[config.mk]
export PLATFORM = sky130hd
export DESIGN_NAME = game_ctrl_fsm
export DESIGN_NICKNAME = d
export VERILOG_FILES = /design/src/rtl/game_ctrl_fsm.sv
export SDC_FILE = /design/constraint.sdc
export NUM_CORES = 1
export LEC_CHECK = 0
export CORE_ASPECT_RATIO = 1.4
export CORE_MARGIN = 1.5
export CORE_UTILIZATION = 52
export DETAILED_ROUTE_END_ITERATION = 10
export GPL_ROUTABILITY_DRIVEN = 1
export PLACE_DENSITY = 0.83
export SLEW_MARGIN = 40
export SYNTH_ARGS = -nofsm -noshare
export SYNTH_HDL_FRONTEND = slang
export SYNTH_SLANG_ARGS = --single-unit
[constraint.sdc]
create_clock -name Clk -period 6.6 [get_ports Clk]
set_clock_uncertainty 0.2 [all_clocks]
set_input_delay 0.66 -clock Clk [delete_from_list [all_inputs] [get_ports Clk]]
set_output_delay 0.66 -clock Clk [all_outputs]
set_load 0.005 [all_outputs]
[src/rtl/game_ctrl_fsm.sv]
// Game-flow controller: key-edge decode, frame-timed countdown, play gating, winner latch.
// Latency: state and registered outputs update one cycle after the qualifying input is sampled.
// Backpressure: none; every input is sampled each cycle and nothing is ever stalled.
//
// Ports:
//   Clk, Reset   - system clock, synchronous active-high reset
//   frame_tick   - one-cycle pulse per video frame (drives the countdown)
//   keycodes     - packed per-player keycodes, player i at [8i+7:8i]
//   game_over    - per-player top-out level flags
//   outputState  - current state code (HALTED 000, IDLE 001, PLAYING 010, COUNTDOWN 100, PAUSED 101)
//   running      - high only while PLAYING
//   clear_board  - one-cycle pulse asking the playfields to clear
//   countdown    - remaining countdown frames
//   winner, tie  - surviving players / all-topped-out flag, valid in HALTED
module game_ctrl_fsm #(
    parameter int         NUM_PLAYERS      = 2,
    parameter logic [7:0] START_KEY        = 8'h2C,
    parameter logic [7:0] PAUSE_KEY        = 8'h13,
    parameter int         COUNTDOWN_FRAMES = 180
) (
    input  logic                                   Clk,
    input  logic                                   Reset,
    input  logic                                   frame_tick,
    input  logic [8*NUM_PLAYERS-1:0]               keycodes,
    input  logic [NUM_PLAYERS-1:0]                 game_over,
    output logic [2:0]                             outputState,
    output logic                                   running,
    output logic                                   clear_board,
    output logic [$clog2(COUNTDOWN_FRAMES+1)-1:0]  countdown,
    output logic [NUM_PLAYERS-1:0]                 winner,
    output logic                                   tie
);

    localparam int            CW      = $clog2(COUNTDOWN_FRAMES + 1);
    localparam logic [CW-1:0] CD_LOAD = CW'(COUNTDOWN_FRAMES);
    localparam logic [CW-1:0] CD_ONE  = CW'(1);

    typedef enum logic [2:0] {
        HALTED    = 3'b000,
        IDLE      = 3'b001,
        PLAYING   = 3'b010,
        COUNTDOWN = 3'b100,
        PAUSED    = 3'b101
    } state_t;

    state_t                   state_q;
    state_t                   state_d;
    logic [8*NUM_PLAYERS-1:0] prev_keys;
    logic [CW-1:0]            countdown_d;
    logic [NUM_PLAYERS-1:0]   winner_d;
    logic                     tie_d;
    logic                     clear_board_d;
    logic                     start_press;
    logic                     pause_press;

    // A key counts only on the cycle its code first appears, so a held key
    // produces a single event. Events from all players are merged.
    always_comb begin
        start_press = 1'b0;
        pause_press = 1'b0;
        for (int i = 0; i < NUM_PLAYERS; i++) begin
            if ((keycodes[8*i +: 8] == START_KEY) && (prev_keys[8*i +: 8] != START_KEY))
                start_press = 1'b1;
            if ((keycodes[8*i +: 8] == PAUSE_KEY) && (prev_keys[8*i +: 8] != PAUSE_KEY))
                pause_press = 1'b1;
        end
    end

    always_ff @(posedge Clk) begin
        if (Reset) begin
            state_q     <= IDLE;
            prev_keys   <= '0;
            countdown   <= '0;
            winner      <= '0;
            tie         <= 1'b0;
            clear_board <= 1'b0;
        end else begin
            state_q     <= state_d;
            prev_keys   <= keycodes;
            countdown   <= countdown_d;
            winner      <= winner_d;
            tie         <= tie_d;
            clear_board <= clear_board_d;
        end
    end

    always_comb begin
        state_d       = state_q;
        countdown_d   = countdown;
        winner_d      = winner;
        tie_d         = tie;
        clear_board_d = 1'b0;

        case (state_q)
            IDLE: begin
                if (start_press) begin
                    state_d       = COUNTDOWN;
                    countdown_d   = CD_LOAD;
                    clear_board_d = 1'b1;
                end
            end

            // Decrement happens only while already in COUNTDOWN, so a tick on
            // the entry edge never eats into the freshly loaded value.
            COUNTDOWN: begin
                if (frame_tick) begin
                    if (countdown <= CD_ONE) begin
                        state_d     = PLAYING;
                        countdown_d = '0;
                    end else begin
                        countdown_d = countdown - CD_ONE;
                    end
                end
            end

            // Top-out beats a simultaneous pause press.
            PLAYING: begin
                if (|game_over) begin
                    state_d = HALTED;
                    if (&game_over) begin
                        winner_d = '0;
                        tie_d    = 1'b1;
                    end else begin
                        winner_d = ~game_over;
                        tie_d    = 1'b0;
                    end
                end else if (pause_press) begin
                    state_d = PAUSED;
                end
            end

            // Resuming goes through a fresh countdown but keeps the boards.
            PAUSED: begin
                if (pause_press) begin
                    state_d     = COUNTDOWN;
                    countdown_d = CD_LOAD;
                end
            end

            HALTED: begin
                if (start_press) begin
                    state_d       = COUNTDOWN;
                    countdown_d   = CD_LOAD;
                    clear_board_d = 1'b1;
                    winner_d      = '0;
                    tie_d         = 1'b0;
                end
            end

            default: begin
                state_d     = IDLE;
                countdown_d = '0;
                winner_d    = '0;
                tie_d       = 1'b0;
            end
        endcase
    end

    assign outputState = state_q;
    assign running     = (state_q == PLAYING);

endmodule

## Word level (Yosys, flattened, before mapping)

Index checks and enable logic that the tools add are counted.

| word-level totals | value |
|---|---|
| register bits after elaboration | 31 |
| input port bits | 21 |
| output and inout port bits | 16 |
| word-level logic and storage cells | 69 |

| operators by class | value |
|---|---|
| $add $sub $neg | 1 |
| $lt $le $gt $ge | 1 |
| equal/unequal tests | 19 |
| multiplexer cells | 25 |
| bitwise gates (word level) | 4 |
| reductions and logical operators | 13 |

Operator list:

| kind | number |
|---|---|
| 8-bit 2-to-1 mux | 4 |
| 8-bit case mux with 4 select lines | 1 |
| 3-bit 2-to-1 mux | 6 |
| 8-bit by 5-bit == test with 1-bit output, second input constant | 2 |
| 8-bit by 6-bit == test with 1-bit output, second input constant | 2 |
| 8-bit by 5-bit != test with 1-bit output, second input constant | 2 |
| 8-bit by 6-bit != test with 1-bit output, second input constant | 2 |
| 3-bit case mux with 4 select lines | 1 |
| 8-bit by 1-bit <= comparator with 1-bit output, second input constant | 1 |
| 1-bit 2-to-1 mux | 8 |
| 2-bit != test, second input constant | 4 |
| 8-bit by 1-bit subtractor with 8-bit output, second input constant | 1 |
| 3-bit == test, second input constant | 2 |
| 2-bit 2-to-1 mux | 3 |
| 2-bit case mux with 3 select lines | 1 |
| 2-bit OR reduction | 3 |
| 5-bit AND reduction | 1 |
| 1-bit logical AND | 4 |
| 2-bit by 1-bit != test with 1-bit output, second input constant | 2 |
| 4-bit AND reduction | 1 |
| 3-bit by 1-bit == test with 1-bit output, second input constant | 1 |
| 3-bit by 2-bit == test with 1-bit output, second input constant | 1 |
| 3-bit zero test | 1 |
| 3-bit by 1-bit != test with 1-bit output, second input constant | 1 |
| 6 further kinds | 8 |

## Logic depth before layout (Yosys ltp)

| logic depth | value |
|---|---|
| depth after elaboration | 7 |
| mapped depth | 8 |
| gate-level depth less buffers | 7 |

## Worst setup path after synthesis

OpenSTA, ideal clock, no wires.

| path | value |
|---|---|
| path kind | input port to flip-flop |
| from | input keycodes[8] |
| to | register countdown[1] |
| library setup time | 0.070 ns |
| arrival | 2.355 ns |
| data required time | 6.330 ns |
| slack | 3.974 ns |
| stages on the path | 6 |
| path buffers | 1 |
| cells stage by stage | or4_1 a211o_1 and4_4 buf_6 or4_1 a21oi_1 |

| between the ends | value |
|---|---|
| cells in the longest elaborated chain, start to end | 5 |
| elaborated cells on any way between the ends | 9 |
| classes of those cells | eq/ne (4); mux (2); reduce/logical (3) |

RTL lines:

| element | RTL line | RTL |
|---|---|---|
| start, declared | 24 | `input logic [8*NUM_PLAYERS-1:0] keycodes,` |
| 8-bit by 5-bit == test with 1-bit output or 8-bit by 6-bit == test with 1-bit output (tied branches) | 64, 62 |  |
| 1-bit logical AND (on tied branches) | 64, 62 |  |
| 1-bit 2-to-1 mux (on tied branches) | 64, 62 |  |
| 2-bit != test (no line) or 2-bit by 1-bit != test with 1-bit output (tied branches) | -- |  |
| 4-bit AND reduction (no line) (*) | -- |  |
| end signal, assigned | 80 | `countdown <= countdown_d;` |
| end, declared | 29 | `output logic [$clog2(COUNTDOWN_FRAMES+1)-1:0] countdown,` |

Mark *: on every way between the ends. The rest lies on a longest branch, timed or not.
A chain may end at the register's enable or synchronous reset.

## Final worst setup path

| path | value |
|---|---|
| from | input keycodes[8] |
| to | register countdown[3] |

The elaborated chain is that of the path after synthesis.

==> impl_results.md <==
* Max Cap Violations at 0
* Most frequent cell after synthesis: dfxtp_1
* Fin area at 2000 µm²
* Cell family with most CP delay: simple AND/OR/NAND/NOR gates
* Routed Antenna Nets at 0
* P_leak at 0.000668 µW
* Data required, critical path at 6.61 ns
* Layout Nets at 230
* CP Launch Point: keycodes[8]
* Critical R2R Launch: countdown[3]
* Mapped cell area at 1520 µm²
* First-pass GRT wire length at 6.71 mm
* Drt pass-1 iters at 4
* Die Y at 67.1 µm
* DP HPWL at 2.84 mm
* CTS H-tree depth at 2
* Clock latency on the worst-skew pair at 0.28 ns
* Routed wire per std cell at 16.1 µm
* CP max stage delay at 0.54 ns
* Initial Util at 54.0%
* Ant diodes at 0
* Vias in the first global route at 1,569
* I/O Buffers at 36
* Pin count of the biggest net entering global routing at 32
* Vias per cell at 5.97
* PwrDens at 194 nW/µm²
* Hold Path Class: flop to flop
* Distinct cells, synth at 41
* Largest family of logic cells by synthesized area: simple AND/OR/NAND/NOR gates
* Async set-reset flop share out of synthesis at 0%
* Overflow after GRT at 0
* Post-synth EDFFs at 0
* Syn Area/Cell at 8.96 µm²
* GPL Wtd Cong at 0.796
* Hold path depth at 2
* Fin Hold WS at 0.282 ns
* Final min period at 2.86 ns
* Synth top area share at 40.7%
* Root Buffer: clkbuf_8
* Final hold violation count at 0
* I/O pin count at 37
* Crit path DAT at 2.87 ns
* Total Routing Usage GR at 26.6%
* Placed cell area at 1900 µm²
* Unrepaired setup endpoints after global routing: no
* Synth-to-Final Area Change at 31.0%
* Most used cell, CP: or4_1
* Cell row count at 23
* Fin crit share at 43.4%
* Critical path type: input pin to flop
* R2R setup slack at 4.02 ns
* Worst vdd ir at 0.154 mV
* CTS tree: done
* Post-Synth XOR/XNOR Area at 0.575%
* Slew Limit Fails at 0
* Hold_sp: winner[1]
* Clk buf depth at 2
* Worst-path fanout max at 13
* Critical R2R Capture: countdown[6]
* Chip Width at 48.8 µm
* Dominant cells by area after synthesis: dfxtp_1 (41%), nor2b_1 (7.0%), a21oi_1 (5.6%)
* Ys Warns at 0
* Setup bufs post-CTS at 0
* Vias at 1,463
* Top cells by count, synth: dfxtp_1 (31), a21oi_1 (17), nor2b_1 (17)
* Final setup vio count at 0
* Run status: finished, final reports clean
* Core area at 2820 µm²
* Cells after Synth at 170
* Post-cts repair resize count at 0
* Hold Path End: winner[1]
* Share of layout cells above drive strength 1 at 6.73%
* Utilization after layout at 70.8%
* Post-Synth Simple-Gate Area at 30.1%
* Die area at 3270 µm²
* Fmax at 349 MHz
* Syn Nets at 193
* Critical path launch point type: input pin
* Ys flop type: dfxtp_1
* Leading area contributor after synthesis: dfxtp_1
* Synth Area in Compound Gates at 22.6%
* Post-synthesis mux area share at 0%
* Worst Tran Pin Value at 0.718 ns
* Clk slew on worst S/H paths at 0.06 ns
* Crit path buf inv count at 1
* Synth Register Bits at 31
* Initial antenna violation count at 0
* CP Capture Type: flop
* Sequential fraction of the synthesis area at 40.7%
* Routed WL at 3.95 mm
* Critical path cell sequence: clkdlybuf4s50_1 -> or4_1 -> a211o_1 -> and4_4 -> or4_1 -> a21oi_1
* Max-Slew Margin vs Limit at 51.4%
* Register-to-Register Path Depth at 6
* Remaining DRCs at 0
* Clk sinks at 31
* Adder-cell share of the synthesized area at 1.64%
* Setup_tns at 0 ns
* CTS Hold Bufs at 0
* CP max-delay cell: or4_1
* Iteration-0 DRC Markers at 61
* CTS Buf Count at 5
==> tightest hold or removal path, cell delays in order, from the launching register on <==
cell and delay, ns:
dfxtp_1 0.31, inv_1 0.05, a221oi_1 0.07
==> stage by stage <==
step,setup WS [ns],power (µW),instances
2_1_floorplan,3.97,210,170
3_3_place_gp,3.53,227,237
3_5_place_dp,3.47,228,237
4_1_cts,3.75,389,245
5_1_grt,3.59,403,245
6_report,3.74,387,245
==> registers in the layout (all words and copies together), names as in the netlist <==
register     cells
outputState      3
tie              1
prev_keys       16
countdown        8
clear_board      1
winner           2
==> worst max-delay path by stage <==
stage | end | depth (start not counted) | slack, ns
2_1_floorplan | countdown[1] | 6 | 3.97
3_3_place_gp | countdown[3] | 6 | 3.53
3_5_place_dp | countdown[3] | 6 | 3.47
6_report | countdown[3] | 6 | 3.74
4_1_cts | countdown[3] | 6 | 3.75
5_1_grt | outputState[0] | 6 | 3.59
==> kinds of logic after synthesis <==
logic type | count (synthesis)
xor+xnor | 1
simple gates | 66
flops | 31
fa+ha+maj | 2
compound gates | 55
buf+inv | 15
==> layout by cell type (no fill, tap or decap), types with 2 or more instances in the layout <==
cell             synthesis  routed
a221oi_1                 2       2
nand2b_1                 3       3
nor2_1                   6       6
or4_1                    9       9
ha_1                     2       2
or2_2                    2       2
a21oi_1                 17      17
a211o_1                  3       3
nand2_1                  4       4
nor2b_1                 17      17
nor4b_1                  4       4
inv_1                    7       7
nand4b_1                 2       2
or4bb_1                  2       2
o31ai_1                  3       3
o211ai_1                 3       3
or3_1                    3       3
nor4bb_1                 4       4
o21ai_0                 16      16
clkbuf_8                 0       7
dfxtp_1                 31      31
o221ai_1                 3       3
clkdlybuf4s50_1          0      35
a31oi_1                  2       2
nor3b_1                  3       3
==> report_power, final <==
group | internal (µW) | leakage, µW | total, µW | switching [µW]
clock | 95.0 | 0.0000515 | 162 | 67.4
sequential | 193 | 0.000254 | 195 | 2.74
combinational | 17.3 | 0.000363 | 28.7 | 11.4
total | 305 | 0.000668 | 387 | 81.5
==> metal layers <==
layer  up-vias  GRT usage [%]  routed length (µm)
li1        722              -                   -
met1       696           27.1                1590
met2        35           50.5                2160
met3        10           6.28                 130
met4         0           12.9                  76
met5         -              0                   0
==> layout make-up <==
type / instances / area (µm²)
clock buffers: 8 / 100
fillers: 260 / 823
repair buffers: 37 / 363
flip-flops and latches: 31 / 621
inverters: 8 / 30.0
well taps: 37 / 46.3
multi-input cells: 124 / 837
(Power assumes the default switching activity.)
